[src/rtl/jpeg_block_sequencer.sv]
// Job-level controller for the 8x8-block JPEG pipeline: runs the shared row
// counter through fill, steady state and drain, and derives all row strobes.
module jpeg_block_sequencer #(
    parameter int ADDR_W   = 15,
    parameter int PIPE_LAT = 48
) (
    input  logic              clk,
    input  logic              reset,
    input  logic              start,
    input  logic [12:0]       num_blocks,
    input  logic              hold,
    input  logic              abort,
    output logic [ADDR_W-1:0] cnt,
    output logic [2:0]        phase,
    output logic              rd_en,
    output logic [ADDR_W-1:0] rd_addr,
    output logic              enc_load,
    output logic [7:0]        dec_sel,
    output logic              wr_en,
    output logic [ADDR_W-1:0] wr_addr,
    output logic              busy,
    output logic              done
);

    typedef enum logic [1:0] {
        ST_IDLE = 2'd0,
        ST_RUN  = 2'd1,
        ST_DONE = 2'd2
    } state_t;

    localparam logic [15:0] LAT = 16'(PIPE_LAT);

    state_t      state_r, state_s;
    logic [15:0] c_r, c_s;
    logic [15:0] rows_r, rows_s;
    logic [15:0] wr_end_s;
    logic [15:0] last_s;
    logic        run_s;
    logic        act_s;
    logic [ADDR_W-1:0] wr_off_s;

    assign wr_end_s = LAT + rows_r;
    assign last_s   = wr_end_s - 16'd1;
    assign run_s    = (state_r == ST_RUN);
    assign act_s    = run_s && !hold;
    // Output row index lags the read index by the pipeline latency; wrap is harmless
    // because the write strobe only covers the non-negative range.
    assign wr_off_s = c_r[ADDR_W-1:0] - LAT[ADDR_W-1:0];

    // State, counter and latched row count registers.
    always_ff @(posedge clk) begin
        if (!reset) begin
            state_r <= ST_IDLE;
            c_r     <= 16'd0;
            rows_r  <= 16'd0;
        end else begin
            state_r <= state_s;
            c_r     <= c_s;
            rows_r  <= rows_s;
        end
    end

    // Next-state and counter update.
    always_comb begin
        state_s = state_r;
        c_s     = c_r;
        rows_s  = rows_r;
        case (state_r)
            ST_IDLE: begin
                if (start && !abort) begin
                    if (num_blocks != 13'd0) begin
                        rows_s  = {num_blocks, 3'b000};
                        c_s     = 16'd0;
                        state_s = ST_RUN;
                    end else begin
                        state_s = ST_DONE;
                    end
                end else begin
                    state_s = ST_IDLE;
                end
            end
            ST_RUN: begin
                if (abort) begin
                    c_s     = 16'd0;
                    state_s = ST_IDLE;
                end else if (!hold) begin
                    if (c_r == last_s) begin
                        c_s     = 16'd0;
                        state_s = ST_DONE;
                    end else begin
                        c_s = c_r + 16'd1;
                    end
                end else begin
                    c_s = c_r;
                end
            end
            ST_DONE: begin
                c_s     = 16'd0;
                state_s = ST_IDLE;
            end
            default: begin
                c_s     = 16'd0;
                state_s = ST_IDLE;
            end
        endcase
    end

    // Strobes depend only on state, counter and hold.
    always_comb begin
        rd_en    = act_s && (c_r < rows_r);
        wr_en    = act_s && (c_r >= LAT) && (c_r < wr_end_s);
        enc_load = act_s && (c_r[2:0] == 3'd2) && (c_r >= 16'd8);
        dec_sel  = 8'd0;
        for (int k = 0; k < 8; k++) begin
            dec_sel[k] = act_s && (c_r >= 16'd16) && (c_r[2:0] == 3'(k + 3));
        end
    end

    assign cnt     = c_r[ADDR_W-1:0];
    assign phase   = c_r[2:0];
    assign rd_addr = c_r[ADDR_W-1:0];
    assign wr_addr = run_s ? wr_off_s : {ADDR_W{1'b0}};
    assign busy    = (state_r != ST_IDLE);
    assign done    = (state_r == ST_DONE);

endmodule

[config.mk]
export PLATFORM = sky130hd
export DESIGN_NAME = jpeg_block_sequencer
export DESIGN_NICKNAME = d
export VERILOG_FILES = /design/src/rtl/jpeg_block_sequencer.sv
export SDC_FILE = /design/constraint.sdc
export NUM_CORES = 1
export LEC_CHECK = 0
export BUFFER_PORTS_ARGS = -buffer_cell sky130_fd_sc_hd__buf_4
export CORE_ASPECT_RATIO = 1.25
export CORE_MARGIN = 2
export CORE_UTILIZATION = 30
export CTS_CLUSTER_SIZE = 40
export DETAILED_ROUTE_END_ITERATION = 12
export PLACE_DENSITY_LB_ADDON = 0.25
export SYNTH_ARGS = -nofsm -noshare
export SYNTH_HDL_FRONTEND = slang
export SYNTH_SLANG_ARGS = --single-unit
[constraint.sdc]
create_clock -name clk -period 10.2 [get_ports clk]
set_input_delay 2.55 -clock clk [delete_from_list [all_inputs] [get_ports clk]]
set_output_delay 2.55 -clock clk [all_outputs]
set_load 0.1 [all_outputs]
Word level (Yosys, flattened, before mapping)
Cells that the tools add are included.
{ "word_totals": {"regBits": 31, "inputBits": 18, "out_inout_bits": 61, "word_cells": 64} }
{ "classes": {"addsub": 4, "magnitude_cmp": 5, "eq_ne": 14, "n_mux": 13, "n_reduce_logical": 25} }
{ "ops": {"columns": ["operator", "count"], "rows": [
  ["two-way mux 16 bit", 5],
  ["< comparator 16 bit", 2],
  ["case mux 16 bit (2 select lines)", 1],
  ["adder 16 x 1 -> 16 bit, second input constant", 1],
  ["adder 6 x 16 -> 16 bit, first input constant", 1],
  ["== test 16 bit", 1],
  [">= comparator 16 x 4 -> 1 bit, second input constant", 1],
  [">= comparator 16 x 5 -> 1 bit, second input constant", 1],
  [">= comparator 16 x 6 -> 1 bit, second input constant", 1],
  ["logical AND 1 bit", 16],
  ["subtractor 16 x 1 -> 16 bit, second input constant", 1],
  ["two-way mux 15 bit", 1],
  ["subtractor 15 x 6 -> 15 bit, second input constant", 1],
  ["nonzero test 13 bit", 1],
  ["== test 3 bit, second input constant", 4],
  ["two-way mux 2 bit", 5],
  ["== test 3 x 2 -> 1 bit, second input constant", 2],
  ["AND reduction 3 bit", 2],
  ["inequality test 2 bit, second input constant", 2],
  ["case mux 2 bit (2 select lines)", 1],
  ["== test 3 x 1 -> 1 bit, second input constant", 1],
  ["logical NOT 3 bit", 1],
  ["inequality test 3 x 2 -> 1 bit, second input constant", 1],
  ["inequality test 3 bit, second input constant", 1],
  ["other kinds (6)", 7]
]} }

Depth between registers and ports, before layout
{ "logic_depth": {"word_depth": 7, "ltp_mapped": 13, "mapped_depth_nobuf": 12} }

Least setup slack after synthesis
OpenSTA, ideal clock, no wires.
{ "synth_path": {"kind": "in2out", "start": "input hold", "end": "output rd_en", "t_arrival_ns": 4.496, "required_ns": 7.650, "path_slack_ns": 3.154, "path_stages": 3, "n_path_buf": 0, "cell_sequence": "a2111oi_0 > nand2_1 > a31oi_1"} }
{ "synth_between": {"elab_chain_len": 3} }
{ "synth_rtl": {"columns": ["element", "line_no", "source"], "rows": [
  ["start, declared", "11", "input logic hold,"],
  ["logical NOT 1 bit", null, null],
  ["logical AND 1 bit", "45", "assign act_s = run_s && !hold;"],
  ["logical AND 1 bit", "110", "rd_en = act_s && (c_r < rows_r);"],
  ["end, declared", "15", "output logic rd_en,"]
]} }
Every way passes these cells.

Worst setup path after layout
{ "layout_path": {"start": "input hold", "end": "output dec_sel[6]"} }
{ "layout_between": {"elab_chain_len": 4} }
{ "layout_rtl": {"columns": ["element", "line_no", "source"], "rows": [
  ["logical NOT 1 bit", null, null],
  ["logical AND 1 bit", "45", null],
  ["logical AND 1 bit (2 in series)", "115", "dec_sel[k] = act_s && (c_r >= 16'd16) && (c_r[2:0] == 3'(k + 3));"],
  ["end, declared", "18", "output logic [7:0] dec_sel,"]
]} }
Every way passes these cells.

==> impl_metrics.yaml <==
timing:
  final.min_clock_period_ns: 6.24
  setup_viol: 0
  finClkSkew_ns: 0.00378
  setup_slack_ns: 3.96
  slew_headroom: 0.274
  fmax_ghz: 0.160
  finalHoldViolations: 0
  worstMarginPinSlew_ns: 1.07
  fin_crit_sh: 0.612
  rsz0062_at_grt: "no"
  slew_viol_final: 0
  setup_tns_ns: 0
routing:
  drt-vias-per-instance: 4.85
  routed_wl_mm: 9.28
  avgRoutedWirePerCell_um: 14.4
  drtIter0Drc: 88
  drc: 0
  via_count: 3131
  dr.pass1.iters: 4
  ant_nets: 0
clock_tree:
  cts_made_buffers: 5
  hold_buffers: 0
  htree_levels: 2
  clkSinkCount: 31
  clk_pin_slew_ns: 0.05
  clockBufferDepth: 2
  cts_tree: "yes"
  clk_latency_ns: 0.28
  postCtsSetupBuffers: 0
  cts_resized: 0
  cts-root-buf: "clkbuf_16"
setup_path:
  critPathKind: "in -> out"
  start_kind: "input port"
  worstPathArrival_ns: 3.69
  crit_path_end_kind: "output port"
  r2r_slack_ns: 6.45
  cp_max_fo: 7
  critical_path_required_ns: 7.65
status:
  outcome: "complete, no violations"
synthesis:
  syn-cell-area_mm2: 0.00363
  synth-edff-count: 0
  avgSynthCellArea_um2: 8.00
  ys_types: 66
  syn-num-nets: 508
  ys_warn_count: 0
  synth_seq_cells: 31
  syn_inst: 454
  async_reset_ff_frac: 0
  synthTopCellsByCount: "39 x nand2_1, 36 x buf_4, 36 x ha_1"
  seq_area_frac_synth: 0.171
  synth_top_area_frac: 0.171
  ys.flop_type: "dfxtp_1"
  synth_most_common_cell: "nand2_1"
  yosys-top-cells-area: "dfxtp_1 17%, ha_1 12%, xnor2_1 8.4%"
  synth_top_cell_by_area: "dfxtp_1"
floorplan:
  pin_count: 79
  fp.dieH_um: 127
  die_x_um: 102
  core_area_mm2: 0.0117
  core.rowCount: 44
  die_area_mm2: 0.0130
  start_util: 0.310
power:
  static-leakage-power_nw: 1.77
  powerDensity_mw_per_mm2: 87.6
  finalPower_mw: 0.364
  ir_drop_mv: 0.0480
global_route:
  grt_pass1_vias: 3027
  met2_usage: 0.256
  grt-busiest-layer: "met2"
  grt_max_degree: 22
  gr-usage-met1: 0.179
  use_met3: 0.0235
  antenna_found_initial: 0
  grt_overflow: 0
  grt_pass1_wl_mm: 15.3
  grtUsageTotal: 0.147
placed_design:
  pre_cts_slack_ns: 3.98
  port_buffers: 78
  gp_congestion: 0.826
  dp_hpwl_mm: 7.52
layout:
  seqCellArea_um2: 621
  fill_cells: 1238
  area_delta_synth_final_pct: 14.3
  multi_input_area_mm2: 0.00250
  diodes: 0
  drive_gt1_frac: 0.221
  final_nets: 538
flow_run:
  drv_cap: 0
min_path:
  min_path_type: "reg -> reg"
[sequential cells by signal, indices dropped and copies added, names as in the netlist]
register and count:
state_r 2, c_r 16, rows_r 13
[per-stage QoR]
stage / util / instance area, um2 / hold WS [ns] / instances
global placement: 0.342 / 4010 / 0.509 / 638
floorplan: - / 3630 / 0.470 / 454
finish: 0.354 / 4150 / 0.518 / 646
CTS: 0.354 / 4150 / 0.526 / 646
detailed placement: 0.342 / 4010 / 0.519 / 638
global route: 0.354 / 4150 / 0.556 / 646
[layout make-up]
type | count | area share
Sequential cell | 31 | 0.149
Tap cell | 161 | 0.0485
Inverter | 29 | 0.0262
Clock inverter | 1 | 0.00121
Timing Repair Buffer | 78 | 0.141
Clock buffer | 7 | 0.0319
Multi-Input combinational cell | 339 | 0.602
[critical path: stages]
cell	delay, ns
buf_4	0.15
nor3_1	0.46
and3_1	0.24
buf_4	0.29
[cell families after synthesis]
family,Yosys count,share of synthesized area
DFF,31,0.171
buffers and inverters,84,0.142
AOI/OAI and AO/OA,75,0.145
and+or+nand+nor,172,0.262
adders and majority gates,37,0.127
xor gates and xnor gates,49,0.133
muxes,6,0.0200
[routing by layer]
metal,wire [um],up-vias
li1,-,1604
met4,298,0
met2,4750,64
met1,3930,1448
met3,297,15
met5,0,-
[path summary, 6_finish.rpt]
path	startpoint	end	depth (start not counted)
max	hold	dec_sel[6]	4
min reg2reg	rows_r[14]	rows_r[14]	2
max reg2reg	rows_r[4]	c_r[14]	10
min	rows_r[14]	rows_r[14]	2
[power by group]
part	total, mW	internal, mW	leakage [nW]	switching [mW]
sequential	0.129	0.124	0.251	0.00542
clock	0.145	0.0901	0.0679	0.0549
combinational	0.0891	0.0315	1.45	0.0576
[cells in the final DEF (no fill, tap or decap), types with 5 or more instances in the layout]
cell type,synthesis,routed
buf_4,36,78
nand2_1,39,39
ha_1,36,36
xnor2_1,35,35
nor2_1,35,35
dfxtp_1,31,31
inv_1,28,28
a21oi_1,24,24
nand3_1,15,15
o21ai_0,12,12
and3_1,11,11
nor3_1,10,10
xor2_1,10,10
nor2_4,10,10
nor4_1,8,8
nand2b_1,7,7
nand4_1,7,7
or3_1,5,5
nor2b_1,5,5
a21o_1,5,5
mux2i_1,5,5
clkbuf_16,0,5
No activity file was read; power rests on OpenSTA's default activity.
